## src/rtl/mux.sv

```systemverilog
// WORDS-to-1 word selector with a combinational output, an out-of-range flag,
// and registered copies of the selection for timing-critical consumers.
module mux #(
  parameter  int BITS  = 64,
  parameter  int WORDS = 2,
  localparam int SEL_W = (WORDS > 1) ? $clog2(WORDS) : 1
) (
  input  logic             clk,
  input  logic             rst_n,
  input  logic [SEL_W-1:0] sel,
  input  logic [BITS-1:0]  in [WORDS],
  output logic [BITS-1:0]  out,
  output logic [BITS-1:0]  out_q,
  output logic [SEL_W-1:0] sel_q,
  output logic             sel_err,
  output logic             sel_err_q
);

  if (WORDS < 1 || WORDS > 256) begin : g_bad_words
    $error("mux: WORDS must be in 1..256");
  end

  if (WORDS == 1) begin : g_single
    // A single word is always forwarded; sel only feeds the debug register.
    always_comb begin
      out     = in[0];
      sel_err = 1'b0;
    end
  end else if ((2 ** SEL_W) == WORDS) begin : g_pow2
    // Every sel encoding names a real word, so no range check is needed.
    always_comb begin
      out     = in[sel];
      sel_err = 1'b0;
    end
  end else begin : g_range
    localparam logic [SEL_W-1:0] LastIdx = SEL_W'(WORDS - 1);

    // NOTE: assigning every output first keeps this block free of latches.
    always_comb begin
      out     = '0;
      sel_err = 1'b0;
      if (sel > LastIdx) begin
        sel_err = 1'b1;
      end else begin
        out = in[sel];
      end
    end
  end

  // NOTE: non-blocking assignments so all three copies sample the same pre-edge state.
  always_ff @(posedge clk or negedge rst_n) begin
    if (!rst_n) begin
      out_q     <= '0;
      sel_q     <= '0;
      sel_err_q <= 1'b0;
    end else begin
      out_q     <= out;
      sel_q     <= sel;
      sel_err_q <= sel_err;
    end
  end

endmodule

```

## config.mk

```make
export PLATFORM = sky130hd
export DESIGN_NAME = mux
export DESIGN_NICKNAME = d
export VERILOG_FILES = /design/src/rtl/mux.sv
export SDC_FILE = /design/constraint.sdc
export NUM_CORES = 1
export LEC_CHECK = 0
export ABC_AREA = 1
export BUFFER_PORTS_ARGS = -buffer_cell sky130_fd_sc_hd__buf_2
export CORE_AREA = 2 2 103 105
export DETAILED_ROUTE_END_ITERATION = 12
export DIE_AREA = 0 0 105 107
export GPL_ROUTABILITY_DRIVEN = 0
export GPL_TIMING_DRIVEN = 0
export PLACE_DENSITY = 0.68
export SLEW_MARGIN = 20
export SYNTH_ARGS = -nofsm -noshare
export SYNTH_HDL_FRONTEND = slang
export SYNTH_SLANG_ARGS = --single-unit
```

## constraint.sdc

```tcl
create_clock -name clk -period 0.8 [get_ports clk]
set_input_delay 0.04 -clock clk [delete_from_list [all_inputs] [get_ports clk]]
set_output_delay 0.04 -clock clk [all_outputs]
set_load 0.005 [all_outputs]
```

======== Yosys cells after proc, flatten, opt, wreduce, memory -nomap -nowiden ========
Index checks and enable logic that the tools add are counted.
W data, S select, Z words.
word-level totals
  register bits after elaboration ......... 65
  logic and storage cells ................. 7
cells by class
  magnitude comparators ................... 1
  multiplexer cells ....................... 3
  bitwise logic cells ..................... 1
operator list
  kind                  count
  $mux W64              3
  $ge A2 B2 Y1 const B  1
  $not A1 Y2            1

======== Logic depth before layout (Yosys ltp) ========
  depth in word-level cells ............... 4
  depth in mapped cells ................... 4
  gate-level depth less buffers ........... 3

======== Worst setup path before layout ========
OpenSTA, ideal clock, no wires.
  path type ............................... input-to-reg
  from .................................... input port sel
  to ...................................... register out_q[0]
  arrival ................................. 0.459 ns
  data required time ...................... 0.670 ns
  slack ................................... 0.211 ns
  stages on the path ...................... 4
  buffers on the path ..................... 2
  path through ............................ buf_4 > clkbuf_8 > nand2_1 > nand2_1
on the way
  longest elaborated chain between the ends .. 4
RTL lines
  what                                         line  RTL
  from (decl)                                  10    input logic [SEL_W-1:0] sel,
  $not A1 Y2 (not written as such)             32    out = in[sel];
  $mux W64 (not written as such) (3 in a row)  32
  via out[0]                                   12    output logic [BITS-1:0] out,
  to (signal assigned)                         57    out_q <= out;
  to (decl)                                    13    output logic [BITS-1:0] out_q,
The timed path passes the listed nets, and every way through them passes these cells. The select of a mux whose other input is x is not followed.

======== Worst setup path in the final report ========
  from .................................... register out_q[21]
  to ...................................... output port out_q[21]
No word-level cell between the ends.

==> flow_metrics.tcl <==
set metrics [dict create \
    crit_required_ns 0.76 \
    synth.area.top_cells "dfrtp_1 (65%), nand2_1 (29%), clkbuf_8 (3.3%)" \
    dp_slack_ns -0.210 \
    rsz0062_at_grt "yes" \
    hold_path.class "primary input to flip-flop" \
    synth_area_mm2 0.00249 \
    finalHoldViolations 60 \
    top_level_ports 262 \
    antenna_found_initial 0 \
    fin_util_pct 45.2 \
    cts_hold_buf 4 \
    grt_pass1_wl_um 13700 \
    numCtsBuffers 9 \
    vias 2855 \
    fin_crit_ns 0.892 \
    numPortBuffers 259 \
    setup_slack_ns -0.0917 \
    final_cells 701 \
    status "complete, but fails checks" \
    power.density_mw_per_mm2 1760 \
    grt_pass1_vias 2878 \
    power.leakage_nw 2.74 \
    h-tree-depth 3 \
    drt_iter0_drc 127 \
    fin_nets 691 \
    root_buffer "clkbuf_8" \
    crit_chain "buf_2" \
    synth-main-ff-cell "dfrtp_1" \
    critPathCaptureType "primary output" \
    worstSetupPathType "flip-flop to primary output" \
    crit_family "flip-flops" \
    cts_tree "done" \
    yosysSeqAreaShare_pct 65.3 \
    cts.path.max_buffers 2 \
    start_kind "flip-flop" \
    setup_violations 65 \
    syn_to_final_growth_pct 83.0 \
    cp_num_buf_inv 1 \
    yosys_warnings 0 \
    core-area_mm2 0.0101 \
    tns_ns -3.96 \
    die_x_um 105 \
    diodes 0 \
    die_h_um 107 \
    overflow 0 \
    violations "hold timing, setup timing" \
    placed_cells 671 \
    slowest_stage "dfrtp_1" \
    layout-drive-gt1-share_pct 55.9 \
    cp.arrival_ns 0.85 \
    synthTopCellsByCount "nand2_1 (192), dfrtp_1 (65), buf_2 (6), clkbuf_8 (6), buf_4 (3)" \
    grt_max_degree 38 \
    synth_seq_cells 65 \
    avgSynthCellArea_um2 9.09 \
    die-area_mm2 0.0112 \
    dr.pass1.iters 4 \
    initial_core_util_pct 24.7 \
    fin_hold_ws_ns -0.0913 \
    slew_violations 0 \
    fill_cells 966 \
    maxCapViolCount 0 \
    drcViolationCount 0 \
    synth_top_area_share_pct 65.3 \
    path_clk_slew_ns 0.07 \
    synth.largest_area_cell "dfrtp_1" \
    fin_crit_sh_pct 111 \
    async_flop_share_pct 100 \
    finalInstanceArea_mm2 0.00456 \
    routed_wirelength_um 9260 \
    vias_per_cell 4.07 \
    wl_per_cell_um 13.2 \
    synth-edff-count 0 \
    drtAntennaViolNets 0 \
    ir_drop_uv 916 \
    path_max_fanout 1 \
    yosys.cell_types.count 7 \
    yosysMostFrequentCell "nand2_1" \
    num_rows 37 \
    slowest_delay_ns 0.39 \
    grt_usage_pct 15.8 \
    clock-sinks 65 \
    dpl_cell_area_mm2 0.00398 \
    max_freq_mhz 1120 \
    synthCells 274 \
    dpl.hpwl_um 6950 \
]
cells in the final DEF (no fill, tap or decap), drive strengths merged:
cell type	count
buf	278
nand2	192
clkinv	5
clkbuf	17
dlygate4sd3	4
bufinv	1
dfrtp	65
conb	2
clkinvlp	1
metal layers:
layer,vias to the layer above,track usage (%),part of all wire [%]
li1,1399,-,-
met1,1277,17.3,39
met2,170,28.4,51
met3,9,5.35,8.8
met4,0,5.52,1.1
met5,-,0,0
report_power, final:
group          total [mW]  leakage (nW)  switching, mW  internal (mW)
Combinational        1.70          1.87          0.812          0.892
Sequential           3.59         0.778         0.0627           3.53
Clock                2.73         0.102           1.23           1.50
cell families after synthesis:
logic type	Yosys count	synth area share [%]
AND/OR/NAND/NOR	192	28.9
flip-flops	65	65.3
buffers and inverters	16	5.58
other	1	0.151
sequential cells by signal, indices dropped and copies added, names as in the netlist:
| name | cells |
|---|---|
| out_q | 64 |
| sel_q | 1 |
final cells by class:
class                      count  area, um^2  share of cell area [%]
sequential                    65        1630                    35.7
timing repair buffer         274        1580                    34.6
multi-input combinational    194         763                    16.7
buffer                        15         210                    4.61
tap                          136         170                    3.73
clock buffer                  10         138                    3.02
clock inverter                 6        57.6                    1.26
inverter                       1        16.3                   0.357
worst paths after layout:
check / from / endpoint / slack [ns] / depth (start not counted)
min in group asynchronous: rst_n / out_q[58]$_DFF_PN0_ / 0.16 / 2
hold / removal: in[76] / out_q[12]$_DFF_PN0_ / -0.09 / 3
setup / recovery: out_q[21]$_DFF_PN0_ / out_q[21] / -0.09 / 1
max in group asynchronous: rst_n / out_q[19]$_DFF_PN0_ / 0.11 / 3
metrics by stage:
stage	total power, mW	hold WS [ns]
2_1_floorplan	4.14	-0.256
3_3_place_gp	5.10	0.187
3_5_place_dp	5.14	-0.00705
4_1_cts	8.09	-0.120
5_1_grt	8.51	-0.107
6_report	8.03	-0.0913
repair_timing:
| action | 4_1_cts | 5_1_grt |
|---|---|---|
| hold endpoints to repair | 130 | 60 |
| pin swaps | 1 | 1 |
| cloned | 2 | 5 |
| buffers inserted | 2 | 1 |
| gates resized for setup | 25 | 23 |
| endpoints found under the setup margin | 126 | 101 |
tightest hold or removal path, cell delays in order:
cell     delay, ns
buf_2         0.08
nand2_1       0.04
nand2_1       0.06
(Power assumes the default switching activity.)
